### config.mk
export PLATFORM = sky130hd
export DESIGN_NAME = logo_scroll_ctrl
export DESIGN_NICKNAME = d
export VERILOG_FILES = /design/src/rtl/logo_scroll_ctrl.sv
export SDC_FILE = /design/constraint.sdc
export NUM_CORES = 1
export LEC_CHECK = 0
export CAP_MARGIN = 20
export CORE_ASPECT_RATIO = 1.5
export CORE_MARGIN = 2
export CORE_UTILIZATION = 60
export CTS_CLUSTER_SIZE = 10
export DETAILED_ROUTE_END_ITERATION = 8
export GPL_ROUTABILITY_DRIVEN = 0
export GPL_TIMING_DRIVEN = 0
export HOLD_SLACK_MARGIN = 0.02
export PLACE_DENSITY = 0.91
export SETUP_SLACK_MARGIN = 0.1
export SYNTH_ARGS = -nofsm -noshare
export SYNTH_HDL_FRONTEND = slang
export SYNTH_SLANG_ARGS = --single-unit
### constraint.sdc
create_clock -name clk -period 4 [get_ports clk]
set_input_delay 0.4 -clock clk [delete_from_list [all_inputs] [get_ports clk]]
set_output_delay 0.4 -clock clk [all_outputs]
set_load 0.005 [all_outputs]
### src/rtl/logo_scroll_ctrl.sv
// Logo scroll controller: frame-synchronous horizontal offset for the logo painters.
// Sweeps delt from 0 to DELT_MAX, pauses, sweeps back, pauses, and repeats, with all
// updates aligned to a synchronised vertical-sync edge so no frame shows a torn logo.
module logo_scroll_ctrl #(
  parameter int unsigned DELT_MAX        = 200,
  parameter int unsigned STEP            = 2,
  parameter int unsigned FRAMES_PER_STEP = 1,
  parameter int unsigned PAUSE_FRAMES    = 60,
  parameter bit          VS_ACTIVE_LOW   = 1'b1
) (
  input  logic        clk,
  input  logic        rst,
  input  logic        vsync,
  input  logic        start,
  input  logic        stop,
  output logic [10:0] delt,
  output logic        logo_en,
  output logic        dir,
  output logic        stop_pend
);

  // Counters only ever reach N-1, so $clog2(N) bits suffice (minimum one bit).
  localparam int unsigned FW = (FRAMES_PER_STEP > 1) ? $clog2(FRAMES_PER_STEP) : 1;
  localparam int unsigned PW = (PAUSE_FRAMES > 1) ? $clog2(PAUSE_FRAMES) : 1;

  localparam logic [FW-1:0] FrameLast = FW'(FRAMES_PER_STEP - 1);
  localparam logic [PW-1:0] PauseLast = PW'(PAUSE_FRAMES - 1);
  localparam logic [11:0]   Max12     = 12'(DELT_MAX);
  localparam logic [11:0]   Step12    = 12'(STEP);
  localparam logic [10:0]   Max11     = 11'(DELT_MAX);
  localparam logic [10:0]   Step11    = 11'(STEP);

  // Level of vsync outside the sync pulse.
  localparam logic VsIdle = VS_ACTIVE_LOW;

  localparam logic [2:0] StIdle     = 3'd0;
  localparam logic [2:0] StFwd      = 3'd1;
  localparam logic [2:0] StHoldEnd  = 3'd2;
  localparam logic [2:0] StRev      = 3'd3;
  localparam logic [2:0] StHoldHome = 3'd4;

  logic          vs_s1_q, vs_s2_q, vs_h_q;
  logic          tick;
  logic [2:0]    state_q, state_d;
  logic [10:0]   delt_q, delt_d;
  logic          dir_q, dir_d;
  logic          pend_q, pend_d;
  logic          en_q, en_d;
  logic [FW-1:0] frame_q, frame_d;
  logic [PW-1:0] pause_q, pause_d;
  logic [11:0]   sum;

  // Two-flop synchroniser plus history flop for vsync edge detection.
  always_ff @(posedge clk or negedge rst) begin
    if (!rst) begin
      vs_s1_q <= VsIdle;
      vs_s2_q <= VsIdle;
      vs_h_q  <= VsIdle;
    end else begin
      vs_s1_q <= vsync;
      vs_s2_q <= vs_s1_q;
      vs_h_q  <= vs_s2_q;
    end
  end

  // One tick per vsync pulse: synchronised level asserted, previous level not.
  assign tick = (vs_s2_q != VsIdle) && (vs_h_q == VsIdle);

  // 12-bit sum so the clamp test cannot be fooled by an 11-bit wrap.
  assign sum = {1'b0, delt_q} + Step12;

  // Next-state logic for the sweep FSM, counters and stop handshake.
  always_comb begin
    state_d = state_q;
    delt_d  = delt_q;
    dir_d   = dir_q;
    pend_d  = pend_q;
    frame_d = frame_q;
    pause_d = pause_q;

    if (state_q == StIdle) begin
      if (start && !stop) begin
        state_d = StFwd;
        delt_d  = '0;
        dir_d   = 1'b0;
        frame_d = '0;
        pause_d = '0;
      end
    end else if (pend_q && tick) begin
      // Pending stop beats any step or phase change on this tick.
      state_d = StIdle;
      delt_d  = '0;
      dir_d   = 1'b0;
      pend_d  = 1'b0;
      frame_d = '0;
      pause_d = '0;
    end else begin
      if (stop) begin
        pend_d = 1'b1;
      end
      if (tick) begin
        case (state_q)
          StFwd: begin
            if (frame_q == FrameLast) begin
              frame_d = '0;
              if (sum >= Max12) begin
                delt_d  = Max11;
                state_d = StHoldEnd;
                pause_d = '0;
              end else begin
                delt_d = sum[10:0];
              end
            end else begin
              frame_d = frame_q + 1'b1;
            end
          end
          StHoldEnd: begin
            if (pause_q == PauseLast) begin
              state_d = StRev;
              dir_d   = 1'b1;
              pause_d = '0;
              frame_d = '0;
            end else begin
              pause_d = pause_q + 1'b1;
            end
          end
          StRev: begin
            if (frame_q == FrameLast) begin
              frame_d = '0;
              if ({1'b0, delt_q} <= Step12) begin
                delt_d  = '0;
                state_d = StHoldHome;
                pause_d = '0;
              end else begin
                delt_d = delt_q - Step11;
              end
            end else begin
              frame_d = frame_q + 1'b1;
            end
          end
          StHoldHome: begin
            if (pause_q == PauseLast) begin
              state_d = StFwd;
              dir_d   = 1'b0;
              pause_d = '0;
              frame_d = '0;
            end else begin
              pause_d = pause_q + 1'b1;
            end
          end
          default: begin
            state_d = StIdle;
            delt_d  = '0;
            dir_d   = 1'b0;
            pend_d  = 1'b0;
            frame_d = '0;
            pause_d = '0;
          end
        endcase
      end
    end

    en_d = (state_d != StIdle);
  end

  // State and registered outputs.
  always_ff @(posedge clk or negedge rst) begin
    if (!rst) begin
      state_q <= StIdle;
      delt_q  <= '0;
      dir_q   <= 1'b0;
      pend_q  <= 1'b0;
      en_q    <= 1'b0;
      frame_q <= '0;
      pause_q <= '0;
    end else begin
      state_q <= state_d;
      delt_q  <= delt_d;
      dir_q   <= dir_d;
      pend_q  <= pend_d;
      en_q    <= en_d;
      frame_q <= frame_d;
      pause_q <= pause_d;
    end
  end

  assign delt      = delt_q;
  assign logo_en   = en_q;
  assign dir       = dir_q;
  assign stop_pend = pend_q;

endmodule

---- After elaboration in Yosys (flattened, before gate mapping) ----
Cells that the tools add are included.
storage, ports and cells
  register bits ........................... 27
  latch bits .............................. 0
  bits in writable memories ............... 0
  memory bits (read-only) ................. 0
  bits of input ports ..................... 5
  output and inout port bits .............. 14
  memories ................................ 0
cells by class
  add/sub/neg operators ................... 4
  multiply operators ...................... 0
  divide/modulo/power cells ............... 0
  order comparisons ....................... 2
  equal/unequal tests ..................... 15
  shifts and indexed selects .............. 0
  mux-type cells .......................... 46
  bitwise logic cells ..................... 1
  reduce and logical (&&, ||, !) cells .... 14
operators by type and width
  operator                                                                 count
  11-bit two-way mux                                                       8
  6-bit two-way mux                                                        9
  11-bit one-hot mux with 3 select lines                                   1
  3-bit two-way mux                                                        10
  4-bit != test (second input constant)                                    6
  6-bit one-hot mux with 3 select lines                                    1
  1-bit two-way mux                                                        14
  11-bit by 2-bit adder with 12-bit output (second input constant)         1
  12-bit by 8-bit >= comparator with 1-bit output (second input constant)  1
  3-bit one-hot mux with 4 select lines                                    1
  11-bit by 2-bit <= comparator with 1-bit output (second input constant)  1
  11-bit by 2-bit subtractor with 11-bit output (second input constant)    1
  5-bit AND reduction                                                      2
  6-bit by 1-bit adder with 6-bit output (second input constant)           1
  3-bit by 2-bit == test with 1-bit output (second input constant)         2
  6-bit == test (second input constant)                                    1
  3-bit by 1-bit != test with 1-bit output (second input constant)         2
  6-bit AND reduction                                                      1
  3-bit nonzero test                                                       2
  4-bit by 1-bit != test with 1-bit output (second input constant)         1
  2-bit OR reduction                                                       2
  4-bit OR reduction                                                       1
  3-bit by 1-bit == test with 1-bit output (second input constant)         1
  3-bit == test (second input constant)                                    1
  9 further kinds                                                          11

---- Depth between registers and ports, before layout ----
Gate-level depths: netlist of run 1.
  depth after elaboration ................. 9
  mapped depth ............................ 8
  depth with buffers taken out ............ 8

---- Worst setup path before layout of run 1 ----
Ideal clock, no wire load.
  path type ............................... reg-to-reg
  from .................................... reg delt_q[1], in the netlist delt[1]
  to ...................................... reg pause_q[5]
  arrival ................................. 1.813 ns
  data required time ...................... 3.861 ns
  setup slack ............................. 2.047 ns
  cell stages (with the launch flop) ...... 8
  cells stage by stage .................... dfrtp_1 -> ha_1 -> and3_1 -> nand3_1 -> xnor2_1 -> a31oi_1 -> nor3_1 -> o22ai_1
on the way
  longest elaborated chain between the ends .. 4
  elaborated cells on any way between the ends .. 6
  those cells by class .................... add/sub (1); order compare (2); eq/ne (2); reduce/logical (1)
ends and longest elaborated chain
  element                                          RTL line  text
  from (decl)                                      45        logic [10:0] delt_q, delt_d;
  from (signal assigned)                           178       delt_q <= delt_d;
  11-bit by 2-bit adder with 12-bit output         70        assign sum = {1'b0, delt_q} + Step12;
  12-bit by 8-bit >= comparator with 1-bit output  106       if (sum >= Max12) begin
  4-bit != test (no source line)                   n/a
  6-bit AND reduction (no source line) *           n/a
  to (signal assigned)                             183       pause_q <= pause_d;
  to (decl)                                        50        logic [PW-1:0] pause_q, pause_d;
Every way passes the cells marked *; elsewhere a longest branch is shown, timed or not.
A chain may end at the register's enable or synchronous reset.

---- Worst setup path after layout of run 1 ----
  from .................................... reg delt_q[1], in the netlist delt[1]
  to ...................................... reg pause_q[0]
The elaborated chain is that of the path after synthesis.

==> impl_metrics.tcl, run 1 <==
set metrics [dict create \
    status "completed" \
    postCtsSetupBuffers 0 \
    cts_buffers 3 \
    synth_edf_count 0 \
    synth_warnings 0 \
    nNetsFinal 237 \
    hold_slack_ps 361 \
    synth_area_leader_cell "dfrtp_1" \
    synth_top_family_by_area "simple AND/OR/NAND/NOR gates" \
    drv_cap 0 \
    min_path_type "flop to flop" \
    synth_area_per_cell_um2 8.40 \
    grtUsageMet3_pct 3.65 \
    met1_usage_pct 33.7 \
    synthXorXnorAreaFrac_pct 1.53 \
    core_um2 2710 \
    synthDistinctLibCells 57 \
    ir_worst_vdd_v 0.000277 \
    routed_wl_um 4110 \
    wl_per_cell_um 15.6 \
    cts_hold_buffers 0 \
    syn_area_um2 1720 \
    synth_seq_cells 25 \
    io_buffers 17 \
    syn-instance-count 205 \
    final_cell_mix "nand2_1 (22), dfrtp_1 (22), nor2_1 (17), clkdlybuf4s50_1 (17), o21ai_0 (14)" \
    critical_path_class "flop to flop" \
    grt_use_met2_pct 43.1 \
    finalSetupViolCount 0 \
    finalMaxSlewViolations 0 \
    r2r_setup_slack_ps 1580 \
    clk_pin_slew_ps 90 \
    max_freq_mhz 414 \
    endpoint_kind "flop" \
    register_area_um2 629 \
    syn-num-nets 214 \
    grt_pass1_wl_um 6760 \
    ant_nets 0 \
    slew_headroom_pct 58.5 \
    fin_setup_tns_ps 0 \
    multi_input_area_um2 997 \
    synth_top_area_share_pct 32.0 \
    worstMarginPinSlew_ps 621 \
    powerDensity_nw_per_um2 417 \
    worst-path-buf-inv 0 \
    synth-async-reset-ratio_pct 100 \
    synthTopCellsByArea "dfrtp_1 (32%), nand2_1 (4.8%), dfstp_2 (4.6%)" \
    placed_area_um2 1950 \
    rsz0062_at_grt "false" \
    grt-ovfl-total 0 \
    antenna_found_initial 0 \
    drive_above_1_share_pct 9.69 \
    muxShareOfSynthArea_pct 2.33 \
    cp.required_ps 4190 \
    vias 1658 \
    die_h_um 69.6 \
    leakagePower_uw 0.000837 \
    synth-simple-area-share_pct 26.8 \
    die-width_um 47.7 \
    cts_resized 0 \
    fill_cells 234 \
    ios 19 \
    drcViolationCount 0 \
    start_util_pct 63.6 \
    critPathMaxStageDelay_ps 530 \
    cts.sinks 25 \
    dpl.hpwl_um 3090 \
    finalCritPeriodShare_pct 60.4 \
    synth-compound-area-share_pct 24.1 \
    grt_max_degree 16 \
    final_area_um2 2000 \
    vias_per_cell 6.28 \
    dr.pass1.iters 4 \
    worst_path_max_delay_cell "dfrtp_1" \
    finClkSkew_ps 2.25 \
    clockBufferDepth 2 \
    synth_seq_area_share_pct 36.6 \
    top_usage_layer "met2" \
    drt_iter0_markers 104 \
    start_kind "flop" \
    cts_tree "done" \
    diodes 0 \
    rows 23 \
    track_usage_pct 27.1 \
    critical_path.max_fanout 10 \
    synth_fa_ha_area_share_pct 2.91 \
    min_period_ps 2420 \
    ys.flop_type "dfrtp_1" \
    clk_latency_ps 270 \
    cts_root_buf "clkbuf_8" \
    cts_max_level 1 \
    crit_chain "ha_1 > and3_1 > nand3_1 > xnor2_1 > a31oi_1 > o21ai_1 > o21ai_0" \
    path_delay_family "compound AO/OA/AOI/OAI gates" \
    area_delta_synth_final_pct 16.3 \
    finalHoldViolations 0 \
    grt_pass1_vias 1540 \
    arrival_ps 2600 \
    die_area_um2 3320 \
]
-- metal layers --
layer,wire length [um],share of wire (%),vias to the layer above
li1,-,-,811
met1,1710,42,783
met2,2120,52,52
met3,181,4.4,12
met4,95,2.3,0
met5,0,0,-
-- Yosys cell counts, types with 3 or more instances --
cell       count
dfstp_2        3
o21ai_0       14
a21oi_1       12
dfrtp_1       22
nand2b_1       4
nor3_1         6
mux2i_1        4
o211ai_1       4
o41ai_1        3
nand2_1       22
clkbuf_1       5
nand4bb_1      3
o22ai_1        6
nor2_1        17
o21ai_1        4
o31ai_1        3
nor4_1         3
ha_1           4
nand3_1       13
buf_2          4
inv_1          7
-- worst register-to-register path: stages, from the launching register on --
cell and delay [ps]:
dfrtp_1 530, ha_1 370, and3_1 230, nand3_1 160, xnor2_1 180, a31oi_1 470, o21ai_1 210, o21ai_0 200
-- worst paths after layout --
check	start	end	cells after the start
max	delt[1]$_DFFE_PN0P_	pause_q[0]$_DFFE_PN0P_	7
max in group asynchronous	rst	vs_h_q$_DFF_PN1_	2
max reg2reg	delt[1]$_DFFE_PN0P_	pause_q[0]$_DFFE_PN0P_	7
min reg2reg	vs_s1_q$_DFF_PN1_	vs_s2_q$_DFF_PN1_	0
min	vs_s1_q$_DFF_PN1_	vs_s2_q$_DFF_PN1_	0
min in group asynchronous	rst	pause_q[4]$_DFFE_PN0P_	1
-- layout make-up --
cell class	count	area share (%)
timing repair buffer	18	9.25
multi-input combinational	160	49.8
clock buffer	3	2.06
tap	37	2.31
buffer	13	3.44
sequential	25	31.4
clock inverter	1	0.375
inverter	7	1.31
-- kinds of logic (layout without fill, tap and decap cells) --
kind of cell    after synthesis  count (layout)
buf+inv                      20              42
mux                           4               4
compound gates               63              63
flops                        25              25
xor+xnor                      3               3
simple gates                 85              85
fa+ha+maj                     4               4
other cells                   1               1
-- power breakdown --
part           total, uW  internal, uW  switching [uW]
registers            333           288            44.4
clock network        151          70.5            80.6
logic                350           141             209
-- through the flow --
| stage | util [%] | total power (uW) | setup slack [ps] | std cells |
|---|---|---|---|---|
| 2_1_floorplan | - | 566 | 2050 | 205 |
| 3_3_place_gp | 71.6 | 668 | 1680 | 259 |
| 3_5_place_dp | 72.2 | 679 | 1660 | 260 |
| 4_1_cts | 74.0 | 832 | 1610 | 264 |
| 5_1_grt | 74.0 | 890 | 1310 | 264 |
| 6_report | 74.0 | 834 | 1580 | 264 |
-- registers in the layout, summed over array words and instances, names as in the netlist --
name	flops
delt	10
pause_q	6
state_q	3
dir	1
logo_en	1
stop_pend	1
vs_h_q	1
vs_s1_q	1
vs_s2_q	1
Power figures use the tool's default switching activity.
==> run 2, diff against run 1 <==
Settings changed: CORE_UTILIZATION 60 to 56, PLACE_DENSITY 0.91 to 0.86.
Clock period 4 ns to 2.5 ns, I/O delays scaled along.
==> run 2 against run 1 <==
Effect of this change: power rose by 63%; via count grew 2.5%; core utilization is 3.8 points lower; critical path type unchanged; first-iteration DRC count shrank 25%; clock power grew 61%; register-to-register slack worse by 1300 ps; wire length up 6.4%; final cell count up 0.76%; maximum frequency is 7.1% higher; clock skew grew 1.3 ps; clock-buffer cell count is the same; highest routed layer unchanged.
==> impl_metrics.tcl, run 2 (same netlist as run 1, synthesis figures left out) <==
set metrics [dict create \
    rows 24 \
    cts_buffers 3 \
    dr.pass1.iters 4 \
    core_um2 2910 \
    layout_commonest_cell "nand2_1" \
    status "completed" \
    vias 1699 \
    fin_setup_tns_ps 0 \
    die-width_um 49.3 \
    finalCritPeriodShare_pct 90.3 \
    total_power_uw 1360 \
    worstMarginPinSlew_ps 707 \
    instances_no_fill 266 \
    drt_iter0_markers 78 \
    finalHoldViolations 0 \
    diodes 0 \
    arrival_ps 2460 \
    slew_headroom_pct 52.8 \
    cts_hold_buffers 0 \
    cts.sinks 25 \
    vias_per_cell 6.39 \
    placed_area_um2 1960 \
    cts_max_level 1 \
    cp_common_cell "nand3_1" \
    leakagePower_uw 0.000848 \
    area_delta_synth_final_pct 18.7 \
    final_core_util_pct 70.2 \
    crit_chain "inv_1 > ha_1 > or2_2 > nand3_1 > nand2b_1 > o311ai_2 > nand4b_1 > nand3_1" \
    worst_path_max_delay_cell "dfrtp_1" \
    cp.required_ps 2710 \
    ff2ff_path_depth 8 \
    critical_path.max_fanout 9 \
    fill_cells 250 \
    routed.top_layer "met4" \
    cts_tree "done" \
    max_freq_mhz 443 \
    wl_met1_um 1760 \
    cp.depth 8 \
    final_area_um2 2040 \
    clk_latency_ps 270 \
    r2r-end "delt[5]$_DFFE_PN0P_" \
    drcViolationCount 0 \
    r2r_setup_slack_ps 240 \
    drv_cap 0 \
    ios 19 \
    grt_pass1_wl_um 7170 \
    wl_per_cell_um 16.4 \
    wl_met2_um 2260 \
    critPathMaxStageDelay_ps 500 \
    rr_startpoint "delt[2]$_DFFE_PN0P_" \
    grt-ovfl-total 0 \
    start_kind "flop" \
    met3_length_um 153 \
    cts_root_buf "clkbuf_8" \
    final_cell_mix "nand2_1 (22), dfrtp_1 (21), nor2_1 (17), clkdlybuf4s50_1 (17), o21ai_0 (14)" \
    powerDensity_nw_per_um2 666 \
    endpoint_kind "flop" \
    grt_max_degree 16 \
    min_path_type "input pin to asynchronous set/reset pin" \
    finClkSkew_ps 3.51 \
    path_delay_family "simple AND/OR/NAND/NOR gates" \
    antenna_found_initial 0 \
    dpl.hpwl_um 3200 \
    routed_wl_um 4370 \
    track_usage_pct 26.0 \
    dp_cells 262 \
    ant_nets 0 \
    start_util_pct 59.1 \
    clockBufferDepth 2 \
    finalMaxSlewViolations 0 \
    critical_path_class "flop to flop" \
    finalSetupViolCount 0 \
    die_h_um 71.9 \
    min_period_ps 2260 \
    nNetsFinal 237 \
    grt_pass1_vias 1576 \
    largest_register_ffs 10 \
    io_buffers 17 \
    ir_worst_vdd_v 0.000434 \
    die_area_um2 3540 \
    rsz0062_at_grt "false" \
    drive_above_1_share_pct 12.8 \
    clk_pin_slew_ps 90 \
    worst-path-buf-inv 1 \
]
-- run 2: worst register-to-register path, delay by kind of cell, from the launching register on --
family,cells,cell delay (ps)
AO/OA/AOI/OAI,1,390
adder cells (fa/ha/maj),1,240
AND/OR/NAND/NOR,5,930
buffers and inverters,1,130
flip-flops,1,500
-- run 2: worst max-delay path by stage --
stage | from | end | slack [ps]
2_1_floorplan | delt[1]$_DFFE_PN0P_ | pause_q[5]$_DFFE_PN0P_ | 550
3_3_place_gp | delt[1]$_DFFE_PN0P_ | pause_q[5]$_DFFE_PN0P_ | 170
3_5_place_dp | delt[1]$_DFFE_PN0P_ | pause_q[0]$_DFFE_PN0P_ | 100
4_1_cts | delt[1]$_DFFE_PN0P_ | delt[5]$_DFFE_PN0P_ | 130
5_1_grt | delt[2]$_DFFE_PN0P_ | delt[5]$_DFFE_PN0P_ | 140
6_report | delt[2]$_DFFE_PN0P_ | delt[5]$_DFFE_PN0P_ | 240
-- run 2: through the flow --
stage | worst slack (ps) | hold WS, ps
floorplan | 547 | -45.6
global placement | 168 | 347
detailed placement | 98.1 | 352
CTS | 129 | 365
global route | 138 | 358
finish | 243 | 362
-- run 2: metal layers --
| metal | up-vias | GRT usage (%) |
|---|---|---|
| li1 | 802 | - |
| met1 | 821 | 32.4 |
| met2 | 54 | 42.9 |
| met3 | 22 | 2.67 |
| met4 | 0 | 16.5 |
| met5 | - | 0 |
-- run 2: area by class of cell --
type | count | area, um2 | share of cell area [%]
Buffer | 13 | 70.1 | 3.43
Sequential cell | 25 | 631 | 30.8
Clock buffer | 3 | 41.3 | 2.02
Multi-Input combinational cell | 160 | 1030 | 50.6
Timing Repair Buffer | 18 | 185 | 9.06
Clock inverter | 1 | 7.51 | 0.367
Inverter | 7 | 26.3 | 1.29
Tap cell | 39 | 48.8 | 2.39
-- run 2: power breakdown --
part / switching [uW] / leakage (uW) / internal [uW]
clock network: 130 / 0.0000217 / 113
registers: 74.9 / 0.000329 / 462
logic: 346 / 0.000498 / 236
-- run 2: what timing repair did --
action | in CTS | in global routing
setup endpoints to repair | 1 | 9
setup buffers | 0 | 0
gates resized for setup | 1 | 8
